<file path="config.mk">
export PLATFORM = sky130hd
export DESIGN_NAME = cdru_banked_arb
export DESIGN_NICKNAME = d
export VERILOG_FILES = /design/src/rtl/cdru_pkg.sv /design/src/rtl/cdru_bank_pick.sv /design/src/rtl/cdru_banked_arb.sv
export SDC_FILE = /design/constraint.sdc
export NUM_CORES = 1
export LEC_CHECK = 0
export ABC_AREA = 1
export BUFFER_PORTS_ARGS = -buffer_cell sky130_fd_sc_hd__buf_2
export CAP_MARGIN = 10
export CORE_MARGIN = 1
export CORE_UTILIZATION = 35
export CTS_CLUSTER_DIAMETER = 50
export DETAILED_ROUTE_END_ITERATION = 8
export GPL_TIMING_DRIVEN = 0
export PLACE_DENSITY = 0.53
export SYNTH_ARGS = -nofsm -noshare
export SYNTH_HDL_FRONTEND = slang
export SYNTH_SLANG_ARGS = --single-unit
</file>
<file path="constraint.sdc">
create_clock -name clk_i -period 4.31 [get_ports clk_i]
set_input_delay 0.2155 -clock clk_i [delete_from_list [all_inputs] [get_ports clk_i]]
set_output_delay 0.2155 -clock clk_i [all_outputs]
set_load 0.005 [all_outputs]
</file>
<file path="src/rtl/cdru_pkg.sv">
// Shared definitions for the banked conflict-detection read unit.
// - clog2: ceiling log2, used to size select and age fields.
// - bank_field / word_field: split a request address into bank and word parts.
// - pipe_entry_t: one slot of the per-bank return pipeline {vld, sel}.
// Optional feature macro used by the files that import this package: CDRU_STARVE_GUARD_EN.
package cdru_pkg;

  // Widest requester index the return pipeline can carry.
  localparam int unsigned MaxSelW = 16;

  function automatic int unsigned clog2(input int unsigned value);
    int unsigned v;
    int unsigned n;
    v = (value > 0) ? value - 1 : 0;
    n = 0;
    while (v > 0) begin
      n++;
      v = v >> 1;
    end
    return n;
  endfunction

  function automatic int unsigned bank_field(input logic [31:0] addr,
                                             input int unsigned wordbits,
                                             input int unsigned bankbits);
    logic [31:0] mask;
    mask = (32'd1 << bankbits) - 32'd1;
    return (addr >> wordbits) & mask;
  endfunction

  function automatic int unsigned word_field(input logic [31:0] addr,
                                             input int unsigned wordbits);
    logic [31:0] mask;
    mask = (32'd1 << wordbits) - 32'd1;
    return addr & mask;
  endfunction

  typedef struct packed {
    logic               vld;
    logic [MaxSelW-1:0] sel;
  } pipe_entry_t;

endpackage

</file>
<file path="src/rtl/cdru_bank_pick.sv">
// Per-bank winner selection, purely combinational.
// - cand_i   : requesters that want this bank this cycle.
// - urgent_i : requesters whose age has saturated (only with CDRU_STARVE_GUARD_EN).
// - hit_o    : bank has at least one candidate.
// - win_o    : index of the winning requester (lowest index, urgent ones first).
module cdru_bank_pick #(
  parameter int unsigned NREQ = 3,
  parameter int unsigned SELW = 2
) (
  input  logic [NREQ-1:0] cand_i,
`ifdef CDRU_STARVE_GUARD_EN
  input  logic [NREQ-1:0] urgent_i,
`endif
  output logic            hit_o,
  output logic [SELW-1:0] win_o
);

  logic [NREQ-1:0] pool;

  always_comb begin
    pool = cand_i;
`ifdef CDRU_STARVE_GUARD_EN
    // Any urgent candidate shadows every non-urgent one.
    if (|(cand_i & urgent_i)) begin
      pool = cand_i & urgent_i;
    end
`endif
    hit_o = |cand_i;
    win_o = '0;
    // Scan downwards so the lowest set index is the last writer.
    for (int r = int'(NREQ) - 1; r >= 0; r--) begin
      if (pool[r]) begin
        win_o = SELW'(r);
      end
    end
  end

endmodule

</file>
<file path="src/rtl/cdru_banked_arb.sv">
// Conflict-detection read unit for a banked scratchpad.
// Grants every non-conflicting requester each cycle (one per bank), registers the per-bank
// read command and delays the winner index by the bank read latency so read data can be
// steered back to its owner.
// Optional feature: CDRU_STARVE_GUARD_EN adds per-requester age counters that promote
// long-denied requesters to urgent.
// Ports:
// - clk_i        clock
// - rst_i        synchronous active-high reset
// - req_en_i     request valid per requester
// - req_addr_i   request address, requester r at [r*A +: A]
// - req_grnt_o   combinational grant
// - bank_en_o    registered read enable per bank
// - bank_word_o  registered word address per bank
// - bank_sel_o   registered winner index per bank
// - rd_vld_o     bank_en delayed by RDLAT
// - rd_sel_o     bank_sel delayed by RDLAT
module cdru_banked_arb
  import cdru_pkg::*;
#(
  parameter int unsigned NREQ     = 3,
  parameter int unsigned BANKBITS = 5,
  parameter int unsigned WORDBITS = 9,
  parameter int unsigned RDLAT    = 2,
  parameter int unsigned AGEMAX   = 7,
  localparam int unsigned NBANK   = 2 ** BANKBITS,
  localparam int unsigned A       = BANKBITS + WORDBITS,
  localparam int unsigned SELW    = (NREQ > 1) ? clog2(NREQ) : 1,
  localparam int unsigned AGEW    = (AGEMAX > 1) ? clog2(AGEMAX + 1) : 1
) (
  input  logic                      clk_i,
  input  logic                      rst_i,
  input  logic [NREQ-1:0]           req_en_i,
  input  logic [NREQ*A-1:0]         req_addr_i,
  output logic [NREQ-1:0]           req_grnt_o,
  output logic [NBANK-1:0]          bank_en_o,
  output logic [NBANK*WORDBITS-1:0] bank_word_o,
  output logic [NBANK*SELW-1:0]     bank_sel_o,
  output logic [NBANK-1:0]          rd_vld_o,
  output logic [NBANK*SELW-1:0]     rd_sel_o
);

  logic [NREQ-1:0]     cand [NBANK];
  logic [NBANK-1:0]    hit;
  logic [SELW-1:0]     win [NBANK];
  logic [WORDBITS-1:0] win_word [NBANK];

  logic [NBANK-1:0]    bank_en_q;
  logic [WORDBITS-1:0] bank_word_q [NBANK];
  logic [SELW-1:0]     bank_sel_q [NBANK];
  pipe_entry_t         pipe_q [NBANK][RDLAT];

  // Candidate matrix; reset masks every request so no grant escapes during rst_i.
  always_comb begin
    for (int unsigned b = 0; b < NBANK; b++) begin
      for (int unsigned r = 0; r < NREQ; r++) begin
        cand[b][r] = ~rst_i & req_en_i[r] &
                     (bank_field(32'(req_addr_i[r*A +: A]), WORDBITS, BANKBITS) == b);
      end
    end
  end

`ifdef CDRU_STARVE_GUARD_EN
  logic [AGEW-1:0] age_q [NREQ];
  logic [AGEW-1:0] age_d [NREQ];
  logic [NREQ-1:0] urgent;

  always_comb begin
    for (int unsigned r = 0; r < NREQ; r++) begin
      urgent[r] = (age_q[r] == AGEW'(AGEMAX));
      if (req_en_i[r] && !req_grnt_o[r]) begin
        age_d[r] = urgent[r] ? age_q[r] : age_q[r] + AGEW'(1);
      end else begin
        age_d[r] = '0;
      end
    end
  end

  always_ff @(posedge clk_i) begin
    for (int unsigned r = 0; r < NREQ; r++) begin
      if (rst_i) begin
        age_q[r] <= '0;
      end else begin
        age_q[r] <= age_d[r];
      end
    end
  end
`endif

  for (genvar gb = 0; gb < NBANK; gb++) begin : g_bank
    cdru_bank_pick #(
      .NREQ (NREQ),
      .SELW (SELW)
    ) u_pick (
      .cand_i   (cand[gb]),
`ifdef CDRU_STARVE_GUARD_EN
      .urgent_i (urgent),
`endif
      .hit_o    (hit[gb]),
      .win_o    (win[gb])
    );
  end

  // Grant is the OR over banks of "this requester won that bank".
  always_comb begin
    req_grnt_o = '0;
    for (int unsigned b = 0; b < NBANK; b++) begin
      win_word[b] = '0;
      for (int unsigned r = 0; r < NREQ; r++) begin
        if (hit[b] && (win[b] == SELW'(r))) begin
          req_grnt_o[r] = 1'b1;
          win_word[b]   = WORDBITS'(word_field(32'(req_addr_i[r*A +: A]), WORDBITS));
        end
      end
    end
  end

  // Command stage: word/sel hold when the bank is idle.
  always_ff @(posedge clk_i) begin
    if (rst_i) begin
      bank_en_q <= '0;
      for (int unsigned b = 0; b < NBANK; b++) begin
        bank_word_q[b] <= '0;
        bank_sel_q[b]  <= '0;
      end
    end else begin
      bank_en_q <= hit;
      for (int unsigned b = 0; b < NBANK; b++) begin
        if (hit[b]) begin
          bank_word_q[b] <= win_word[b];
          bank_sel_q[b]  <= win[b];
        end
      end
    end
  end

  // Return pipeline: flushed on reset so in-flight reads never surface.
  always_ff @(posedge clk_i) begin
    for (int unsigned b = 0; b < NBANK; b++) begin
      if (rst_i) begin
        for (int unsigned i = 0; i < RDLAT; i++) begin
          pipe_q[b][i] <= '0;
        end
      end else begin
        pipe_q[b][0] <= '{vld: bank_en_q[b], sel: MaxSelW'(bank_sel_q[b])};
        for (int unsigned i = 1; i < RDLAT; i++) begin
          pipe_q[b][i] <= pipe_q[b][i-1];
        end
      end
    end
  end

  always_comb begin
    bank_en_o = bank_en_q;
    for (int unsigned b = 0; b < NBANK; b++) begin
      bank_word_o[b*WORDBITS +: WORDBITS] = bank_word_q[b];
      bank_sel_o[b*SELW +: SELW]          = bank_sel_q[b];
      rd_vld_o[b]                         = pipe_q[b][RDLAT-1].vld;
      rd_sel_o[b*SELW +: SELW]            = pipe_q[b][RDLAT-1].sel[SELW-1:0];
    end
  end

  // Upper select bits of the last stage are always zero and never leave the block.
  logic unused_bits;
  always_comb begin
    unused_bits = 1'b0;
    for (int unsigned b = 0; b < NBANK; b++) begin
      unused_bits = unused_bits ^ (^(pipe_q[b][RDLAT-1].sel >> SELW));
    end
`ifndef CDRU_STARVE_GUARD_EN
    unused_bits = unused_bits ^ (^AGEMAX) ^ (^AGEW);
`endif
  end

endmodule

</file>
# After elaboration in Yosys (flattened, before gate mapping)
# Memory sizes are Yosys's and may differ from the RTL's.
# Cells that the tools add are included.
# Widths: inputs -> output; s select.
# op_classes
eq_ne,157
mux,515
n_bitwise,228
reduce_logical,163
# op_table
op,count
$mux 9,128
$mux 17,32
$mux 2,128
$eq 5x5->1 const B,48
$mux 1,195
$or 1x1->1,128
$eq 5x4->1 const B,24
$and 1x1->1,99
$logic_and 1x1->1,96
$logic_not 32->1,3
$mux 3,32
$reduce_or 3->1,32
$eq 2x1->1 const B,32
$eq 2x2->1 const B,32
$logic_not 2->1,32
$eq 5x3->1 const B,12
$eq 5x2->1 const B,6
$eq 5x1->1 const B,3
$not 1->1,1
# totals
regBits,32
ram_bits,992
inputBits,47
out_inout_bits,483
wordCells,1067
memories,3
# mem_list
name,depth,width,rd,rd_clocked_by_memory_dff,wr,line_no,source
pipe_q,32,20,32,0,32,cdru_banked_arb.sv:51,pipe_entry_t pipe_q [NBANK][RDLAT];
bank_word_q,32,9,32,0,32,cdru_banked_arb.sv:49,logic [WORDBITS-1:0] bank_word_q [NBANK];
bank_sel_q,32,2,32,0,32,cdru_banked_arb.sv:50,logic [SELW-1:0] bank_sel_q [NBANK];

# Depth between registers and ports, before layout
# logic_depth
depth_word,40
depth_mapped,13
mapped_depth_nobuf,11

# Hierarchy
# A second synthesis with hierarchy kept.
# hier_totals
hier_cells,3318
area_unflattened_um2,27508.9
# modules_own_cells
module,instances,cells_each,area_each_um2,seq_area_each_um2
cdru_banked_arb,1,3094,26507.9,15054.4
cdru_bank_pick,32,7,31.3,0.0

# Least setup slack after synthesis
# Ideal clock, no wire load.
# synth_timing
path_type,input -> register
startpoint,input port rst_i
endpoint,"memory bank_sel_q[21][0], in the netlist bank_sel_q[1][10], enable pin"
setup_time_ns,0.393
arrival_time_ns,1.533
required_time_ns,3.917
path_slack_ns,2.384
cell_stages,8
path_buffers,3
path_cell_list,buf_2 clkinv_2 nand2_2 nor2_4 buf_4 nand2_1 clkbuf_1 nand4_1
# synth_rtl
element,line_no,source
from (decl),cdru_banked_arb.sv:32,"input logic rst_i,"
to (decl),cdru_banked_arb.sv:50,

# Worst setup path after layout
# layout_timing
startpoint,input port rst_i
endpoint,output port req_grnt_o[2]
# layout_via
elab_chain_len,40
# layout_rtl
element,line_no,source
$not 1->1 *,cdru_banked_arb.sv:57,cand[b][r] = ~rst_i & req_en_i[r] &
$and 1x1->1 (2 in a row),cdru_banked_arb.sv:57,
$mux 2 (3 in a row),cdru_bank_pick.sv:32,if (pool[r]) begin
$eq 2x2->1,cdru_banked_arb.sv:110,if (hit[b] && (win[b] == SELW'(r))) begin
$logic_and 1x1->1,cdru_banked_arb.sv:110,
$mux 1 (31 in a row),cdru_banked_arb.sv:110,
$mux 1 *,cdru_banked_arb.sv:110,
to (decl),cdru_banked_arb.sv:35,"output logic [NREQ-1:0] req_grnt_o,"
# Mark *: on every way between the ends. The rest lies on a longest branch, timed or not.

==> results.cfg <==
[outcome]
status = finished clean

[global_route]
grt_pass1_wl_um = 150000
antenna_found_initial = 18
grt_pass1_vias = 20100
track_usage = 0.304
grt-ovfl-total = 0
grt_start_max_net_pins = 14

[clock_tree]
h-tree-depth = 3
postCtsSetupRepairBufs = 0
cts_tree = yes
cts-buffers-inserted = 75
clock_path_buffers = 3
cts_num_sinks = 576
clockRootBuffer = clkbuf_16
clkLatencyLatePin_ns = 0.62
clk_pin_slew_ns = 0.06

[cells_and_area]
fin_cells = 3976
final_util = 0.449
final_common_cell = buf_2
drive_gt1_frac = 0.266
most-common-layout-cells = buf_2 (559), nand2_1 (472), edfxtp_1 (352)
layout.nets = 3076
synthToLayoutAreaGrowth_pct = 26.0

[critical_path]
critPathArrivalTime_ns = 2.79
r2r_slack_ns = 3.57
startpoint = rst_i
worstRegToRegCells = 2
endpoint = req_grnt_o[2]
critPathCaptureType = output pin
timing.rr.end = pipe_q[0][57]$_SDFF_PP0_
rr_startpoint = bank_sel_q[0][4]$_SDFFCE_PN0P_
crit_type = input pin to output pin
crit_path_start_kind = input pin
cp_max_fo = 10
cp.required_ns = 4.09

[die]
die_y_um = 264
core_area_mm2 = 0.0676
start_util = 0.356
pin_count = 530
num_rows = 95
die-area_mm2 = 0.0699
die_w_um = 264

[sta]
fin_crit_ns = 3.01
rsz0062_at_grt = false
setup_tns_ns = 0
worst_pin_slew_ns = 1.36
skew_ns = 0.0171
setup_violations = 0
period_share = 0.697
relSlewSlack = 0.0964
slew_viol_final = 0
fmax_ghz = 0.333
hold_viol_final = 0

[power]
power.density_mw_per_mm2 = 449
ir_worst_vdd_mv = 0.306
leakage_nw = 13.7

[logic_synthesis]
yosys_warnings = 0
netlist_instances = 2436
syn_avg_cell_area_um2 = 9.89
syn_area_mm2 = 0.0241
yosysSeqAreaShare = 0.625
syn-num-nets = 2483
ys_ff_latch = 576
synth_cell_type_count = 27

[place]
portBuffers = 514
place_inst = 3823
gp_congestion = 0.998
hpwl_um = 80900

[drt]
vias = 21300
drc = 0
wl_per_cell_um = 27.4
dr.pass1.iters = 7
drtAntennaViolNets = 0
drt_iter0_drc = 2553
routed_wl_um = 109000
vias_per_cell = 5.36

[run]
max_cap_viol_count = 0

[worst_hold_path]
hp-class = input pin to flop
-- how the worst min path moves through the flow --
stage,slack [ns],depth (start not counted),start,endpoint
after CTS,0.01,3,req_addr_i[7],bank_word_q[0][277]$_SDFFCE_PP0P_
after detailed placement,0.39,2,pipe_q[1][18]$_SDFF_PP0_,pipe_q[1][1]$_SDFF_PP0_
after global routing,0.03,3,req_addr_i[7],bank_word_q[0][277]$_SDFFCE_PP0P_
after floorplan,0.39,2,pipe_q[0][17]$_SDFF_PP0_,pipe_q[0][0]$_SDFF_PP0_
final,0.05,3,req_addr_i[3],bank_word_q[0][201]$_SDFFCE_PP0P_
after global placement,0.39,2,pipe_q[0][277]$_SDFF_PP0_,pipe_q[0][260]$_SDFF_PP0_
-- area by class of cell --
class	instances	area, um2
Tap cell	873	1090
Clock inverter	40	434
Buffer	258	1410
Clock buffer	98	2110
Antenna cell	13	32.5
Timing Repair Buffer	516	2590
Sequential cell	576	15100
Multi-Input combinational cell	1225	6220
Fill cell	6608	37300
Inverter	377	1420
-- metal layers --
layer,track usage,vias to the layer above,part of all wire
met3,0.0785,232,0.10
li1,-,9350,-
met4,0.119,16,0.040
met1,0.397,10400,0.40
met5,0,-,0.00095
met2,0.483,1352,0.46
-- worst max-delay path, stage by stage --
cell and delay (ns):
buf_2 0.16, clkinv_2 0.17, buf_4 0.25, nand3_2 0.21, buf_2 0.34, nor2_1 0.16, nand3_1 0.16, nand2_1 0.08
nor2_1 0.28, nand2_1 0.10, nor2_1 0.27, nand2_1 0.20, buf_2 0.17
-- repair_timing --
item | 4_1_cts | 5_1_grt
hold buffers | 2 | 0
gates resized for setup | 0 | 0
hold endpoints to repair | 3 | 0
-- cell families (layout without fill, tap and decap cells) --
family	count (synthesis)	count (layout)	synth area share
AOI/OAI and AO/OA	337	337	0.112
buffers and inverters	635	1289	0.117
DFF	576	576	0.625
other	0	13	0
and+or+nand+nor	888	888	0.147
-- cell usage after synthesis --
master	number	area, um2
a21oi_1	20	100
a31oi_1	10	62.6
buf_1	10	37.5
buf_2	45	225
buf_4	102	766
clkbuf_1	101	379
clkinv_1	11	41.3
clkinv_2	1	5.00
dfxtp_1	224	4480
edfxtp_1	352	10600
inv_1	341	1280
inv_2	24	90.1
nand2_1	472	1770
nand2_2	4	25.0
nand3_1	78	390
nand3_2	2	20.0
nand3_4	1	17.5
nand4_1	11	68.8
nor2_1	305	1140
nor2_2	1	6.26
nor2_4	3	33.8
nor3_1	11	55.1
o211ai_1	1	7.51
o21ai_0	29	145
o21ai_1	1	5.00
o221ai_1	257	2250
o22ai_1	19	119
-- sequential cells by signal, summed over array words and instances (netlist names) --
register     cells
bank_en_o       32
pipe_q         192
bank_sel_q      64
bank_word_q    288
-- where the power goes --
| group | leakage, nW | switching (mW) | internal (mW) |
|---|---|---|---|
| Combinational | 7.20 | 0.746 | 0.283 |
| Clock | 1.25 | 2.53 | 3.81 |
| Sequential | 5.20 | 0.143 | 6.13 |
-- metrics by stage --
stage                     worst slack (ns)  hold WS [ns]  area (um2)  power (mW)
after detailed placement              1.20         0.392       27800        7.39
final                                 1.30        0.0474       30400        13.6
after global routing                  1.30        0.0349       30300        14.0
after CTS                             1.38        0.0131       30300        13.7
after floorplan                       2.38         0.388       24100        6.71
after global placement                1.21         0.390       27800        7.39
(Power assumes the default switching activity.)
